File: src/rtl/jmb_dad_acc_pkg.sv
// Shared definitions for the jmb_dad frame accumulator: FSM encodings and default widths.
package jmb_dad_acc_pkg;

  localparam int DEF_DATA_W = 16;
  localparam int DEF_ACC_W  = 24;
  localparam int DEF_CNT_W  = 8;

  typedef enum logic [1:0] {
    ST_IDLE  = 2'd0,
    ST_ACCUM = 2'd1,
    ST_HOLD  = 2'd2
  } state_e;

endpackage

File: src/rtl/jmb_dad_sat_add.sv
// Combinational W-bit two's complement adder with signed-overflow flag.
// Optional clamping to the signed range when JMB_DAD_SAT_EN is defined.
module jmb_dad_sat_add #(
  parameter int W = 24
) (
  input  logic [W-1:0] a,
  input  logic [W-1:0] b,
  output logic [W-1:0] sum,
  output logic         ovf
);

  logic [W-1:0] raw;

  always_comb begin
    raw = a + b;
    ovf = (a[W-1] == b[W-1]) && (raw[W-1] != a[W-1]);
`ifdef JMB_DAD_SAT_EN
    // Both operands share a sign on overflow, so a's sign picks the rail.
    if (ovf) sum = a[W-1] ? {1'b1, {(W-1){1'b0}}} : {1'b0, {(W-1){1'b1}}};
    else     sum = raw;
`else
    sum = raw;
`endif
  end

endmodule

File: src/rtl/jmb_dad_acc.sv
// Frame accumulator: sums frame_len signed samples per frame and presents the total.
// Build option JMB_DAD_SAT_EN selects saturating instead of wrapping accumulation.
module jmb_dad_acc
  import jmb_dad_acc_pkg::*;
#(
  parameter int DATA_W = DEF_DATA_W,
  parameter int ACC_W  = DEF_ACC_W,
  parameter int CNT_W  = DEF_CNT_W
) (
  input  logic              clock,
  input  logic              reset_n,
  input  logic              in_valid,
  output logic              in_ready,
  input  logic [DATA_W-1:0] in_data,
  input  logic [CNT_W-1:0]  frame_len,
  output logic              out_valid,
  input  logic              out_ready,
  output logic [ACC_W-1:0]  out_data,
  output logic              out_ovf
);

  localparam logic [CNT_W:0] CNT_ONE = (CNT_W+1)'(1);

  // Length 0 means 2^CNT_W, which is exactly the zero pattern with a carry bit on top.
  function automatic logic [CNT_W:0] eff_len(input logic [CNT_W-1:0] len);
    return {~|len, len};
  endfunction

  state_e             state_q, state_d;
  logic [ACC_W-1:0]   acc_q, acc_d;
  logic [CNT_W:0]     cnt_q, cnt_d;
  logic [CNT_W-1:0]   len_q, len_d;
  logic               ovf_q, ovf_d;

  logic [ACC_W-1:0]   in_sext;
  logic [ACC_W-1:0]   add_sum;
  logic               add_ovf;
  logic [CNT_W:0]     cnt_inc;
  logic               accept;

  assign in_sext  = {{(ACC_W-DATA_W){in_data[DATA_W-1]}}, in_data};
  assign cnt_inc  = cnt_q + CNT_ONE;
  assign in_ready = (state_q != ST_HOLD) || out_ready;
  assign accept   = in_valid && in_ready;

  assign out_valid = (state_q == ST_HOLD);
  assign out_data  = acc_q;
  assign out_ovf   = ovf_q;

  jmb_dad_sat_add #(.W(ACC_W)) u_add (
    .a   (acc_q),
    .b   (in_sext),
    .sum (add_sum),
    .ovf (add_ovf)
  );

  always_comb begin
    state_d = state_q;
    acc_d   = acc_q;
    cnt_d   = cnt_q;
    len_d   = len_q;
    ovf_d   = ovf_q;
    case (state_q)
      ST_IDLE, ST_HOLD: begin
        // A HOLD accept overlaps the output transfer with the next frame's first sample.
        if (accept) begin
          acc_d   = in_sext;
          cnt_d   = CNT_ONE;
          len_d   = frame_len;
          ovf_d   = 1'b0;
          state_d = (eff_len(frame_len) == CNT_ONE) ? ST_HOLD : ST_ACCUM;
        end else if (state_q == ST_HOLD && out_ready) begin
          state_d = ST_IDLE;
        end
      end
      ST_ACCUM: begin
        if (accept) begin
          acc_d = add_sum;
          cnt_d = cnt_inc;
          ovf_d = ovf_q | add_ovf;
          if (cnt_inc == eff_len(len_q)) state_d = ST_HOLD;
        end
      end
      default: state_d = ST_IDLE;
    endcase
  end

  always_ff @(posedge clock or negedge reset_n) begin
    if (!reset_n) begin
      state_q <= ST_IDLE;
      acc_q   <= '0;
      cnt_q   <= '0;
      len_q   <= '0;
      ovf_q   <= 1'b0;
    end else begin
      state_q <= state_d;
      acc_q   <= acc_d;
      cnt_q   <= cnt_d;
      len_q   <= len_d;
      ovf_q   <= ovf_d;
    end
  end

endmodule

File: config.mk
export PLATFORM = sky130hd
export DESIGN_NAME = jmb_dad_acc
export DESIGN_NICKNAME = d
export VERILOG_FILES = /design/src/rtl/jmb_dad_acc_pkg.sv /design/src/rtl/jmb_dad_sat_add.sv /design/src/rtl/jmb_dad_acc.sv
export SDC_FILE = /design/constraint.sdc
export NUM_CORES = 1
export LEC_CHECK = 0
export CAP_MARGIN = 20
export CORE_MARGIN = 4
export CORE_UTILIZATION = 41
export CTS_BUF_LIST = sky130_fd_sc_hd__clkbuf_2 sky130_fd_sc_hd__clkbuf_4 sky130_fd_sc_hd__clkbuf_8
export DETAILED_ROUTE_END_ITERATION = 10
export PLACE_DENSITY = 0.67
export SETUP_SLACK_MARGIN = 0.02
export SYNTH_ARGS = -nofsm -noshare
export SYNTH_HDL_FRONTEND = slang
export SYNTH_SLANG_ARGS = --single-unit
File: constraint.sdc
create_clock -name clock -period 3 [get_ports clock]
set_clock_uncertainty 0.15 [all_clocks]
set_input_delay 0.3 -clock clock [delete_from_list [all_inputs] [get_ports clock]]
set_output_delay 0.3 -clock clock [all_outputs]
set_load 0.005 [all_outputs]
==> Word-level counts from Yosys, hierarchy flattened <==
Index checks and enable logic that the tools add are counted.
{ "totals": {"register_bits": 44, "in_bits": 28, "output_inout_bits": 27, "word_cells": 48} }
{ "classes": {"n_addsub": 2, "eq_ne": 11, "mux": 15, "n_bitwise": 1, "n_reduce_logical": 14} }
{ "ops": {"columns": ["operator", "count"], "rows": [
  ["24-bit two-way mux", 2],
  ["24-bit one-hot mux with 2 select lines", 1],
  ["24-bit adder", 1],
  ["9-bit two-way mux", 2],
  ["9-bit one-hot mux with 2 select lines", 1],
  ["8-bit OR reduction", 2],
  ["2-bit two-way mux", 5],
  ["9-bit by 1-bit adder with 9-bit output, second input constant", 1],
  ["9-bit by 1-bit == test with 1-bit output, second input constant", 1],
  ["9-bit == test", 1],
  ["2-bit inequality test, second input constant", 4],
  ["3-bit AND reduction", 2],
  ["2-bit one-hot mux with 2 select lines", 1],
  ["1-bit logical AND", 3],
  ["3-bit inequality test, second input constant", 1],
  ["2-bit by 1-bit == test with 1-bit output, second input constant", 1],
  ["2-bit == test, second input constant", 1],
  ["1-bit logical NOT", 2],
  ["2-bit logical NOT", 1],
  ["1-bit two-way mux", 2],
  ["1-bit one-hot mux with 2 select lines", 1],
  ["2-bit AND reduction", 1],
  ["2-bit nonzero test", 1],
  ["2-bit OR reduction", 1],
  ["4 further kinds", 4]
]} }

==> Longest topological paths before layout <==
Gate-level depths: netlist of the first run.
{ "logic_depth": {"depth_word": 6, "depth_mapped": 10, "ltp_nobuf": 10} }

==> Hierarchy <==
Synthesis of the first run repeated with hierarchy kept, for this count alone.
{ "hier_totals": {"cells_unflattened": 382, "area_unflattened_um2": 3455.8} }
{ "by_module_without_submodules": {"columns": ["module", "instances", "cells_each", "area_per_inst_um2", "seq_area_each_um2"], "rows": [
  ["jmb_dad_acc", 1, 212, 2202.1, 1101.1],
  ["jmb_dad_sat_add", 1, 170, 1253.7, 0.0]
]} }

==> Worst setup path after synthesis of the first run <==
No wires, ideal clock.
{ "synth_timing": {"path_type": "register to register", "from": "register acc_q[0] (netlist: out_data[0])", "to": "register acc_q[22] (netlist: out_data[22])", "setup_time_ps": 68, "arrival_ps": 2309, "t_required_ps": 2782, "path_slack_ps": 472, "stages_incl_launch_ff": 11, "path_buffers": 0, "period_less_slack_ps": 2528, "path_cell_list": "dfrtp_1 > ha_1 > inv_1 > fa_1 > nor2b_1 > o211ai_1 > a21boi_2 > a211oi_2 > o31a_1 > or3_1 > nand3_1"} }
{ "synth_via": {"elab_chain_len": 3} }
{ "synth_rtl": {"columns": ["element", "line_no", "rtl"], "rows": [
  ["start, declared", "jmb_dad_acc.sv:30", "logic [ACC_W-1:0] acc_q, acc_d;"],
  ["start signal, assigned", "jmb_dad_acc.sv:91", "acc_q <= '0;"],
  ["start signal, assigned", "jmb_dad_acc.sv:97", "acc_q <= acc_d;"],
  ["24-bit adder", "jmb_dad_sat_add.sv:15", "raw = a + b;"],
  ["24-bit two-way mux", "jmb_dad_acc.sv:77", "if (accept) begin"],
  ["24-bit one-hot mux with 2 select lines", "jmb_dad_acc.sv:63", "case (state_q)"]
]} }
Every way passes these cells. The select of a mux whose other input is x is not followed.
A chain may end at the register's enable or synchronous reset.

==> Worst setup path after layout of the first run <==
{ "layout_timing": {"from": "input port in_data[0]", "to": "register acc_q[22] (netlist: out_data[22])"} }
{ "layout_via": {"elab_chain_len": 3} }
{ "layout_rtl": {"columns": ["element", "line_no", "rtl"], "rows": [
  ["start, declared", "jmb_dad_acc.sv:14", "input logic [DATA_W-1:0] in_data,"],
  ["24-bit adder", "jmb_dad_sat_add.sv:15", null],
  ["24-bit two-way mux", "jmb_dad_acc.sv:77", null],
  ["24-bit one-hot mux with 2 select lines", "jmb_dad_acc.sv:63", null]
]} }
Every way passes these cells. The select of a mux whose other input is x is not followed.

==> results of run 1 <==
timing repair:
action                                 CTS  global route
resized for setup                        0             0
setup endpoints to repair                0             0
hold buffers                             0             1
endpoints found under the hold margin    0            19
report_power, final:
part	total, mW	switching [mW]	leakage [nW]	internal, mW
logic	2.20	1.05	1.21	1.15
registers	0.950	0.178	0.543	0.773
clock network	0.422	0.216	0.0523	0.207
total	3.57	1.44	1.81	2.13
cells in the mapped netlist, drive strengths merged (10+ instances only):
master / n / share of area
dfrtp: 44 / 0.33
o21ai: 41 / 0.062
nand2: 32 / 0.036
a21oi: 28 / 0.043
ha: 24 / 0.091
nor2: 16 / 0.018
xnor2: 15 / 0.040
xor2: 15 / 0.040
inv: 12 / 0.014
nand3: 12 / 0.018
clkbuf: 11 / 0.012
a22oi: 10 / 0.024
state kept, by name (all words and copies together), names as in the netlist:
name	count
state_q	2
out_data	24
len_q	8
out_ovf	1
cnt_q	9
area by class of cell:
class / instances / area [sq um]
Fill cell: 742 / 3580
Multi-Input combinational cell: 304 / 2116
Sequential cell: 44 / 1101
Timing Repair Buffer: 74 / 700.7
Tap cell: 102 / 127.6
Clock buffer: 8 / 97.59
Inverter: 12 / 45.04
worst paths after layout:
path	startpoint	to	slack [ns]	cells past startpoint
min in group clock	out_ovf$_DFFE_PN0P_	out_ovf$_DFFE_PN0P_	0.35	1
max in group asynchronous	reset_n	out_data[2]$_DFFE_PN0P_	1.83	3
min	reset_n	out_data[15]$_DFFE_PN0P_	0.34	2
max	in_data[0]	out_data[22]$_DFFE_PN0P_	0.24	11
min reg2reg	out_ovf$_DFFE_PN0P_	out_ovf$_DFFE_PN0P_	0.35	1
max reg2reg	out_data[0]$_DFFE_PN0P_	out_data[22]$_DFFE_PN0P_	0.35	10
through the flow:
step                      power, mW  std cells  hold WS, ns  worst slack, ns
after global routing          3.880        544       0.3932           0.1518
after floorplan               2.334        372      -0.1456           0.4722
final                         3.574        544       0.3415           0.2432
after global placement        3.090        534       0.3334          0.02955
after CTS                     3.587        542      0.06432           0.2615
after detailed placement      3.146        534       0.3324         -0.05417
cells by family (layout without fill, tap and decap cells):
group                    after synthesis  in the layout  synth area share
AO/OA/AOI/OAI                        135            135            0.2663
AND/OR/NAND/NOR                      102            102            0.1573
flip-flops                            44             44            0.3328
XOR/XNOR                              30             30           0.07943
adder cells (fa/ha/maj)               25             25           0.09682
buffers and inverters                 24             94           0.02761
multiplexers                          12             12           0.03971
metal layers:
metal  up-vias  track usage
met2        77       0.3042
met4         0      0.04260
li1       1522            -
met3         9      0.03571
met1      1482       0.2356
met5         -            0
==> results.json, run 1 <==
{
  "crit_type": "in2reg",
  "relSlewSlack": 0.5487,
  "critPathLaunchType": "primary input",
  "vdd_ir_drop_max_uv": 262.2,
  "p_leak_nw": 1.807,
  "antenna_cells": 0,
  "remaining_drc_errors": 0,
  "fmax_ghz": 0.3627,
  "syn-mean-instance-area_sq_um": 8.893,
  "critPathCaptureType": "register",
  "top_layer": "met4",
  "wl_met2_microns": 4151,
  "arrival_ns": 2.85,
  "cts_made_buffers": 5,
  "post-route-period-util": 0.9189,
  "ctsHtreeMaxLevel": 2,
  "grt_pass1_wl_microns": 14220,
  "grt_pass1_vias": 2932,
  "layout-drive-gt1-share": 0.1063,
  "grt_use_total": 0.1794,
  "firstDrtPassIters": 4,
  "post-cts-setup-buffers": 0,
  "cp_cell_sequence": "clkdlybuf4s50_1 -> ha_1 -> inv_1 -> fa_1 -> nor2b_1 -> o211ai_1 -> a21boi_2 -> a211oi_2 -> o31a_1 -> or3_1 -> nand3_1",
  "setup_viol": 0,
  "drt-wirelength-per-cell_microns": 15.93,
  "dp_hpwl_microns": 6383,
  "die_h_microns": 97.83,
  "nNetsFinal": 494,
  "slowest_stage": "clkdlybuf4s50_1",
  "area_delta_synth_final_pct": 26.59,
  "netlist_instances": 372,
  "slew_violations": 0,
  "synth_cell_types": 54,
  "core_area_sq_um": 7767,
  "final_cell_mix": "clkdlybuf4s50_1 (53), dfrtp_1 (44), o21ai_0 (38), nand2_1 (32), a21oi_1 (27)",
  "wl_met3_microns": 450,
  "yosysWarnings": 0,
  "clk_pin_slew_ns": 0.09,
  "post-route-util": 0.5391,
  "ys_seq_area_frac": 0.3328,
  "finalCriticalPeriod_ns": 2.757,
  "hold_path.class": "in2async",
  "ant_nets": 0,
  "synthArstFlopShare": 1.000,
  "antenna_found_initial": 0,
  "crit_required_ns": 3.09,
  "syn_area_sq_um": 3308,
  "crit_buf_inv": 2,
  "synth-main-ff-cell": "dfrtp_1",
  "tns_ns": 0,
  "ctsRootBufferMaster": "clkbuf_8",
  "pwr_density_cell_nw_per_um2": 853.5,
  "fp.dieW_microns": 97.83,
  "hold_viol_final": 0,
  "viasPerCell": 5.680,
  "ios": 55,
  "clock_sinks": 44,
  "portBuffers": 54,
  "place_area_sq_um": 4060,
  "status": "complete, no violations",
  "cp_top_family": "compound AO/OA/AOI/OAI gates",
  "critPathMaxStageDelay_ns": 0.53,
  "cap_violations": 0,
  "crit_fanout": 3,
  "initial_core_util": 0.4259,
  "finalInstanceArea_sq_um": 4188,
  "dr_total_vias": 3090,
  "final_common_cell": "clkdlybuf4s50_1",
  "globalplace.congestion": 0.8832,
  "clk_latency_ns": 0.30,
  "worstMarginPinSlew_ns": 0.6753,
  "rsz0062_at_grt": "no",
  "fp.dieArea_sq_um": 9570,
  "cts_tree": "yes",
  "wl_microns": 8664,
  "row_count": 32,
  "synth_seq_cells": 44,
  "wl_met1_microns": 3971,
  "syn_nets": 425,
  "dr.first_iter.drc_count": 146,
  "grt_max_degree": 45,
  "overflow": 0,
  "synth_edf_count": 0,
  "clk_path_buf_depth": 2
}
No activity file was read; power rests on OpenSTA's default activity.
==> run 2: changes to the inputs <==
--- a/config.mk
+++ b/config.mk
@@ -6,7 +6,7 @@
 export NUM_CORES = 1
 export LEC_CHECK = 0
 export CAP_MARGIN = 20
-export CORE_MARGIN = 4
+export CORE_MARGIN = 2
 export CORE_UTILIZATION = 41
 export CTS_BUF_LIST = sky130_fd_sc_hd__clkbuf_2 sky130_fd_sc_hd__clkbuf_4 sky130_fd_sc_hd__clkbuf_8
 export DETAILED_ROUTE_END_ITERATION = 10
==> run 2 against run 1 <==
  * Count of clock-buffer cells in the layout fell by 3
  * Global-route usage rose by 2.0 points
  * Via count fell by 2.1%
  * Final cell count fell by 0.55%
  * Sequential share of layout area rose by 0.18 points
  * Worst setup slack improved by 0.061 ns
  * Routed wire length fell by 5.4%
  * Sequential power barely moved
  * Sequential cell count did not move
  * Utilization fell by 0.37 points
==> results.json, run 2 (synthesis gave the netlist of run 1 again) <==
{
  "status": "complete, no violations",
  "hold_viol_final": 0,
  "cap_violations": 0,
  "clk_pin_slew_ns": 0.08,
  "die_h_microns": 93.83,
  "row_count": 32,
  "dr_total_vias": 3024,
  "ctsRootBufferMaster": "clkbuf_8",
  "critPathLaunchType": "primary input",
  "antenna_cells": 0,
  "largest_register_ffs": 24,
  "grt_use_total": 0.1989,
  "p_switching_mw": 1.395,
  "firstDrtPassIters": 4,
  "wl_microns": 8194,
  "fp.dieArea_sq_um": 8803,
  "fmax_ghz": 0.3709,
  "crit_required_ns": 3.08,
  "final_common_cell": "clkdlybuf4s50_1",
  "initial_core_util": 0.4259,
  "p_clk_frac": 0.099,
  "dr.first_iter.drc_count": 155,
  "worstMarginPinSlew_ns": 0.7097,
  "ant_nets": 0,
  "overflow": 0,
  "layout-drive-gt1-share": 0.1002,
  "rsz0062_at_grt": "no",
  "hold_path.class": "in2async",
  "use_met2": 0.3351,
  "place_inst": 534,
  "arrival_ns": 2.78,
  "remaining_drc_errors": 0,
  "area_delta_synth_final_pct": 25.72,
  "cts_made_buffers": 5,
  "dp_hpwl_microns": 6101,
  "grt_pass1_wl_microns": 14120,
  "p_comb_frac": 0.628,
  "slowest_stage": "clkdlybuf4s50_1",
  "setup_viol": 0,
  "crit_type": "in2reg",
  "core_area_sq_um": 7767,
  "place_ws_ns": 0.002943,
  "portBuffers": 54,
  "swShare": 0.4030,
  "clk_latency_ns": 0.29,
  "post-route-util": 0.5354,
  "clk_path_buf_depth": 2,
  "crit_fanout": 3,
  "grt_max_degree": 45,
  "grt_pass1_vias": 2998,
  "grt.met1_usage": 0.2652,
  "vdd_ir_drop_max_uv": 220.7,
  "fin_cells": 541,
  "post-route-period-util": 0.8987,
  "finalInstanceArea_sq_um": 4159,
  "grtUsageMet3": 0.03692,
  "critPathCaptureType": "register",
  "power.total_mw": 3.462,
  "layout_setup_ws_ns": 0.3038,
  "antenna_found_initial": 0,
  "power_frac_seq": 0.273,
  "clock_sinks": 44,
  "slew_violations": 0,
  "finalCriticalPeriod_ns": 2.696,
  "critPathMaxStageDelay_ns": 0.48,
  "p_leak_nw": 1.791,
  "grt.busiest_layer": "met2",
  "ios": 55,
  "viasPerCell": 5.590,
  "tns_ns": 0,
  "globalplace.congestion": 0.8669,
  "pwr_density_cell_nw_per_um2": 832.4,
  "nNetsFinal": 494,
  "final_cell_mix": "clkdlybuf4s50_1 (53), dfrtp_1 (44), o21ai_0 (38), nand2_1 (32), a21oi_1 (27)",
  "cts_tree": "yes",
  "ctsHtreeMaxLevel": 2,
  "fp.dieW_microns": 93.83,
  "place_area_sq_um": 4060,
  "drt-wirelength-per-cell_microns": 15.15,
  "cp_cell_sequence": "clkdlybuf4s50_1 -> ha_1 -> inv_1 -> fa_1 -> nor2b_1 -> o211ai_1 -> a21boi_2 -> a211oi_2 -> o31a_1 -> or3_1 -> nand3_1",
  "internal-power_mw": 2.067,
  "fill_cells": 738,
  "relSlewSlack": 0.5257,
  "whs_ns": 0.2725
}
[run 2: cell types whose count changed in the layout (fill, tap and decap cells not counted)]
cell,previous run,this run
clkbuf_4,2,0
clkbuf_8,6,5
[run 2: worst paths after layout]
kind / slack [ns] / startpoint / end / cells after the start
max: 0.30 / in_data[0] / out_data[22]$_DFFE_PN0P_ / 11
min: 0.27 / reset_n / out_data[16]$_DFFE_PN0P_ / 2
max reg2reg: 0.44 / out_data[0]$_DFFE_PN0P_ / out_data[22]$_DFFE_PN0P_ / 10
min reg2reg: 0.36 / out_ovf$_DFFE_PN0P_ / out_ovf$_DFFE_PN0P_ / 1
max in group asynchronous: 1.95 / reset_n / out_data[2]$_DFFE_PN0P_ / 3
min in group clock: 0.36 / out_ovf$_DFFE_PN0P_ / out_ovf$_DFFE_PN0P_ / 1
[run 2: area by class of cell]
type	instances	area, sq um	area share
repair buffers	74	700.7	0.1685
multi-input cells	304	2116	0.5087
inverters	12	45.04	0.01083
flip-flops and latches	44	1101	0.2647
clock buffers	5	68.82	0.01655
well taps	102	127.6	0.03069
[run 2: timing repair]
item / in CTS / in global routing
buffers inserted: 0 / 0
endpoints found under the hold margin: 0 / 11
resized for setup: 0 / 0
hold buffers: 0 / 1
[run 2: power by group through the flow]
stage | Sequential, mW | Clock, mW | Combinational [mW]
CTS | 0.948 | 0.357 | 2.17
floorplan | 0.926 | 0 | 1.41
global placement | 0.952 | 0 | 2.12
detailed placement | 0.956 | 0 | 2.16
global route | 0.977 | 0.383 | 2.45
finish | 0.947 | 0.341 | 2.17
[run 2: critical path: cells and delay by family]
family          cells  cell delay (ns)
buf+inv             2             0.54
fa+ha+maj           2             0.56
simple gates        3             0.60
compound gates      4             0.78
[run 2: layer usage]
| layer | wire length, microns | part of all wire |
|---|---|---|
| met1 | 3879 | 0.47 |
| met2 | 3900 | 0.48 |
| met3 | 359 | 0.044 |
| met4 | 55 | 0.0067 |
| met5 | 0 | 0 |
